--- config.mk ---
export PLATFORM = sky130hd
export DESIGN_NAME = booth_seq_controller_flat
export DESIGN_NICKNAME = d
export VERILOG_FILES = /design/src/rtl/booth_seq_controller_if.sv /design/src/rtl/booth_seq_controller.sv /design/src/flat_wrapper.sv
export SDC_FILE = /design/constraint.sdc
export NUM_CORES = 1
export LEC_CHECK = 0
export BUFFER_PORTS_ARGS = -buffer_cell sky130_fd_sc_hd__buf_2
export CAP_MARGIN = 5
export CORE_MARGIN = 4
export CORE_UTILIZATION = 50
export CTS_BUF_LIST = sky130_fd_sc_hd__clkbuf_8 sky130_fd_sc_hd__clkbuf_16
export CTS_CLUSTER_SIZE = 8
export DETAILED_ROUTE_END_ITERATION = 8
export GPL_TIMING_DRIVEN = 0
export PLACE_DENSITY = 0.84
export RECOVER_POWER = 50
export SLEW_MARGIN = 20
export SYNTH_ARGS = -nofsm -noshare
export SYNTH_HDL_FRONTEND = slang
export SYNTH_SLANG_ARGS = --single-unit
--- constraint.sdc ---
create_clock -name clk -period 2.65 [get_ports clk]
set_input_delay 0.3975 -clock clk [delete_from_list [all_inputs] [get_ports clk]]
set_output_delay 0.3975 -clock clk [all_outputs]
set_load 0.01 [all_outputs]
--- src/rtl/booth_seq_controller_if.sv ---
// Operand/result handshake and Booth table bus between booth_seq_controller (master) and its environment (slave).
// The table path (booth_sel/booth_seg* out, booth_tbl back) is purely combinational.
interface booth_seq_controller_if #(
  parameter int Width = 16
);
  logic               start;
  logic [Width-1:0]   multiplicand;
  logic [Width-1:0]   multiplier;
  logic               busy;
  logic               done;
  logic [2*Width-1:0] product;
  logic [1:0]         booth_sel;
  logic [Width:0]     booth_seg0;
  logic [Width:0]     booth_seg1;
  logic [Width:0]     booth_tbl;

  modport master (
    input  start, multiplicand, multiplier, booth_tbl,
    output busy, done, product, booth_sel, booth_seg0, booth_seg1
  );

  modport slave (
    output start, multiplicand, multiplier, booth_tbl,
    input  busy, done, product, booth_sel, booth_seg0, booth_seg1
  );
endinterface

--- src/rtl/booth_seq_controller.sv ---
// Sequential radix-2 Booth multiplier: start accepted in IDLE, done/product Width+1 cycles later; start ignored while busy.
// Define BOOTH_INTERNAL_TABLE_EN to use the built-in Booth table; otherwise booth_tbl from the external mux is summed.
module booth_seq_controller #(
  parameter int Width = 16
) (
  input logic                    clk,
  input logic                    rst,
  booth_seq_controller_if.master bus
);
  localparam int CntW = $clog2(Width) + 1;

  typedef enum logic [1:0] {IDLE, RUN, DONE} state_t;

  state_t state, state_nxt;

  logic [Width:0]     a_q;
  logic [Width:0]     m_q;
  logic [Width-1:0]   q_q;
  logic               qm1_q;
  logic [CntW-1:0]    cnt_q;
  logic [2*Width-1:0] product_q;

  logic               busy;
  logic               done;
  logic [1:0]         sel;
  logic               last_step;
  logic [Width:0]     neg_m;
  logic [Width:0]     tbl;
  logic [Width:0]     sum;
  logic [Width:0]     a_nxt;
  logic [Width-1:0]   q_nxt;

  always_ff @(posedge clk) begin
    if (rst) begin
      state <= IDLE;
    end else begin
      state <= state_nxt;
    end
  end

  assign last_step = (cnt_q == CntW'(1));

  always_comb begin
    state_nxt = state;
    busy      = 1'b1;
    done      = 1'b0;
    sel       = 2'b00;
    case (state)
      IDLE: begin
        busy = 1'b0;
        if (bus.start) state_nxt = RUN;
      end
      RUN: begin
        sel = {q_q[0], qm1_q};
        if (last_step) state_nxt = DONE;
      end
      DONE: begin
        done      = 1'b1;
        state_nxt = IDLE;
      end
      default: state_nxt = IDLE;
    endcase
  end

  assign neg_m = -m_q;

`ifdef BOOTH_INTERNAL_TABLE_EN
  always_comb begin
    case (sel)
      2'b01:   tbl = m_q;
      2'b10:   tbl = neg_m;
      default: tbl = '0;
    endcase
  end
`else
  assign tbl = bus.booth_tbl;
`endif

  // One Booth step: add the selected entry, then arithmetic shift {A,Q,Q_-1} right by one.
  assign sum   = a_q + tbl;
  assign a_nxt = {sum[Width], sum[Width:1]};
  assign q_nxt = {sum[0], q_q[Width-1:1]};

  always_ff @(posedge clk) begin
    if (rst) begin
      a_q       <= '0;
      m_q       <= '0;
      q_q       <= '0;
      qm1_q     <= 1'b0;
      cnt_q     <= '0;
      product_q <= '0;
    end else begin
      case (state)
        IDLE: begin
          if (bus.start) begin
            m_q   <= {bus.multiplicand[Width-1], bus.multiplicand};
            q_q   <= bus.multiplier;
            a_q   <= '0;
            qm1_q <= 1'b0;
            cnt_q <= CntW'(Width);
          end
        end
        RUN: begin
          a_q   <= a_nxt;
          q_q   <= q_nxt;
          qm1_q <= q_q[0];
          cnt_q <= cnt_q - CntW'(1);
          if (last_step) product_q <= {a_nxt[Width-1:0], q_nxt};
        end
        default: ;
      endcase
    end
  end

  assign bus.busy       = busy;
  assign bus.done       = done;
  assign bus.product    = product_q;
  assign bus.booth_sel  = sel;
  assign bus.booth_seg0 = m_q;
  assign bus.booth_seg1 = neg_m;
endmodule
--- src/flat_wrapper.sv ---
// flat-port wrapper written by rule: the top's interface ports become plain ports
module booth_seq_controller_flat 
#(
  parameter int Width = 16
)
  (clk, rst, bus_start, bus_multiplicand, bus_multiplier, bus_booth_tbl, bus_busy, bus_done, bus_product, bus_booth_sel, bus_booth_seg0, bus_booth_seg1);
  booth_seq_controller_if #(.Width(Width)) bus_i ();
  input logic clk;
  input logic rst;
  input wire logic [$bits(bus_i.start)-1:0] bus_start;
  input wire logic [$bits(bus_i.multiplicand)-1:0] bus_multiplicand;
  input wire logic [$bits(bus_i.multiplier)-1:0] bus_multiplier;
  input wire logic [$bits(bus_i.booth_tbl)-1:0] bus_booth_tbl;
  output wire logic [$bits(bus_i.busy)-1:0] bus_busy;
  output wire logic [$bits(bus_i.done)-1:0] bus_done;
  output wire logic [$bits(bus_i.product)-1:0] bus_product;
  output wire logic [$bits(bus_i.booth_sel)-1:0] bus_booth_sel;
  output wire logic [$bits(bus_i.booth_seg0)-1:0] bus_booth_seg0;
  output wire logic [$bits(bus_i.booth_seg1)-1:0] bus_booth_seg1;
  assign bus_i.start = bus_start;
  assign bus_i.multiplicand = bus_multiplicand;
  assign bus_i.multiplier = bus_multiplier;
  assign bus_i.booth_tbl = bus_booth_tbl;
  assign bus_busy = bus_i.busy;
  assign bus_done = bus_i.done;
  assign bus_product = bus_i.product;
  assign bus_booth_sel = bus_i.booth_sel;
  assign bus_booth_seg0 = bus_i.booth_seg0;
  assign bus_booth_seg1 = bus_i.booth_seg1;
  booth_seq_controller #(.Width(Width)) u_core (.clk(clk), .rst(rst), .bus(bus_i));
endmodule
==> summary.txt <==
Synth
  – Synthesized Nets: 664
  – Fraction of post-synthesis cell area in the top cell type by area: 39.02%
  – FFs w/ async S/R, synth: 0%
  – EDFF count, synth: 0
  – Multiplexer share of the synthesized area: 0.4435%
  – Main combinational cell family by area after synthesis: simple AND/OR/NAND/NOR gates
  – Yosys warns: 0
  – Share of the synthesized netlist area taken by xor and xnor gates: 4.656%
  – Count of mapped cells out of synthesis: 592
  – Post-synth top area cell: dfxtp_1
  – Number of distinct standard cells referenced by the synthesized netlist: 53
  – Adder-cell share of the synthesized area: 5.710%
  – Sequential-to-total area share from yosys stat: 39.02%
  – Complex-gate fraction of the synthesized area: 16.66%
  – Most used flip-flop cell after synthesis: dfxtp_1
  – Simple-gate share of the synthesized area: 29.16%
  – Synth Area per Inst: 7.626 um2
  – Largest cells by area after synthesis: dfxtp_1, a21oi_1, nand2_1
  – Flip-flop and latch count after synthesis: 88
  – Synthesized area: 4514 um2

Timing
  – Headroom to the max-slew limit: 52.93%
  – Endpoints failing hold: 0
  – Final Cycle Share: 95.74%
  – Final setup violation count: 0
  – Final Max Slew Viols: 0
  – Setup_tns: 0 ns
  – Top achievable clock speed: 0.3941 GHz
  – Actual transition at the worst max-transition pin: 0.7034 ns
  – Fin crit period: 2.537 ns
  – Setup Skew: 0.01355 ns

Detailed routing
  – Number of iterations in the first detailed-routing pass: 6
  – Detailed router's first-iteration violation count: 158
  – Wire per inst: 14.81 um
  – Number of antenna-violating nets in the routed design: 0
  – Via count: 4599
  – Vias/cell: 5.501
  – Residual DRC: 0
  – Total Routed Length: 12.38 mm

Finish
  – N_diodes: 0
  – Most common cell after layout, fill and taps aside: nand2_1
  – Nets@finish: 795
  – Final core area utilization: 62.25%
  – Most frequent cells in the layout: nand2_1, dfxtp_1, clkbuf_1, a21oi_1, nor2_1
  – Share of layout cells above drive strength 1: 14.01%
  – Area Growth Syn to Fin: 20.84%

Run
  – Max-cap viol count: 0

Power
  – Static Leak: 2.243 nW
  – Power density over the cells: 622.2 nW/um2
  – Worst-case vdd ir drop: 339.5 uV

Clocking
  – TritonCTS clock tree: done
  – Number of setup buffers added after CTS: 0
  – Depth of the CTS H-tree: 3
  – Clock slew at the register clock pins of the worst setup and hold paths: 0.09 ns
  – Max clock buf depth: 2
  – Clock buffers created by TritonCTS: 9
  – Clock network latency to the later pin of the worst-skew pair: 0.35 ns
  – Clock Root Buffer: clkbuf_8
  – Count of clock tree sinks: 88

Critical path
  – CP Class: reg2out
  – Worst-path fanout max: 5
  – Worst EP arrival: 2.14 ns
  – Data required time at the worst endpoint: 2.25 ns
  – Type of destination of the critical path: primary output
  – Type of origin of the critical path: flip-flop

Floorplanning
  – Core area: 8763 um2
  – Number of placed I/O pins: 122
  – Floorplan die height: 103.0 um
  – Die extent in x: 103.0 um
  – Initial cell density of the core: 51.51%
  – Num rows: 34
  – Total die area: 10610 um2

Placement
  – Number of input and output port buffers inserted: 120
  – DP Wirelength: 9.276 mm
  – Routability congestion estimate from global placement: 0.9281

GRT
  – Final global-route overflow total: 0
  – Global-route usage over all layers: 22.88%
  – Number of global-route vias before repair: 4170
  – Global-route wire length before repair: 19.37 mm
  – Antenna violations before repair: 0
  – Largest net degree at the start of global routing: 16

Hold path
  – Hold Path Class: in2reg

Run status
  – Result of the run: completed
==> stage by stage <==
stage                     hold WS (ns)  power (mW)  std cells  instance area, um2  setup slack [ns]
final                           0.2775       3.394        836                5455            0.1128
after global routing            0.2611       3.578        836                5455         -0.004451
after CTS                       0.2594       3.409        836                5495          0.008344
after detailed placement        0.4430       2.289        820                5250          -0.09547
after global placement          0.4409       2.260        820                5250         -0.009998
after floorplan                 0.4356       2.035        592                4514            0.3305
==> state kept, by name, indices dropped and copies added, names as in the netlist <==
signal                 count
u_core.bus.product        32
u_core.cnt_q               5
u_core.state               2
u_core.qm1_q               1
u_core.a_q                16
u_core.bus.booth_seg0     16
u_core.q_q                16
==> cell families (layout without fill, tap and decap cells) <==
kind of cell,Yosys count,after routing
fa+ha+maj,20,20
mux,2,2
flops,88,88
simple gates,284,284
xor+xnor,24,24
buf+inv,50,186
compound gates,124,124
==> worst max-delay path, stage by stage (launching register included) <==
cell and delay [ns]:
dfxtp_1 0.37, or3_1 0.40, nor2_2 0.15, nand3_2 0.11, or2_4 0.26, nor4_4 0.14
xnor2_1 0.18, buf_2 0.17
==> final timing paths <==
check                           depth (start not counted)  slack (ns)                               endpoint                             startpoint
worst max-delay path                                    7        0.11                     bus_booth_seg1[13]  u_core.bus.booth_seg0[3]$_SDFFE_PP0P_
worst min-delay path                                    3        0.28  u_core.bus.booth_seg0[2]$_SDFFE_PP0P_                    bus_multiplicand[2]
worst max register to register                         10        0.12            u_core.a_q[15]$_SDFFE_PP0P_             u_core.a_q[0]$_SDFFE_PP0P_
worst min register to register                          2        0.46    u_core.bus.product[22]$_SDFFE_PP0P_    u_core.bus.product[22]$_SDFFE_PP0P_
==> cell type report <==
| class | count | area (um2) |
|---|---|---|
| clock inverters | 7 | 120.1 |
| flip-flops and latches | 88 | 1763 |
| fillers | 788 | 3308 |
| repair buffers | 120 | 535.5 |
| plain buffers | 37 | 148.9 |
| clock buffers | 9 | 123.9 |
| well taps | 108 | 135.1 |
| multi-input cells | 454 | 2580 |
| inverters | 13 | 48.80 |
==> Yosys cell counts (all sizes together) (12+ instances only) <==
cell	count
a21oi	81
nand2	103
clkbuf	30
nor3	30
inv	13
ha	19
nor2	76
dfxtp	88
xnor2	17
nand3	12
nor2b	19
==> power breakdown <==
part	total, mW	internal (mW)	switching, mW
logic	0.791	0.321	0.469
registers	1.48	1.41	0.0748
clock network	1.12	0.628	0.494
==> timing repair <==
action                                  4_1_cts  5_1_grt
hold buffers                                  0        0
endpoints found under the hold margin         0        0
endpoints found under the setup margin        1        5
pin swaps                                     0        1
gates resized for setup                       1        8
==> metal layers <==
layer  GRT usage, %  routed length [um]
met3          4.871                1086
met5              0                   0
met4          4.781                  81
met2          38.38                5868
met1          30.46                5342
Power figures use the tool's default switching activity.
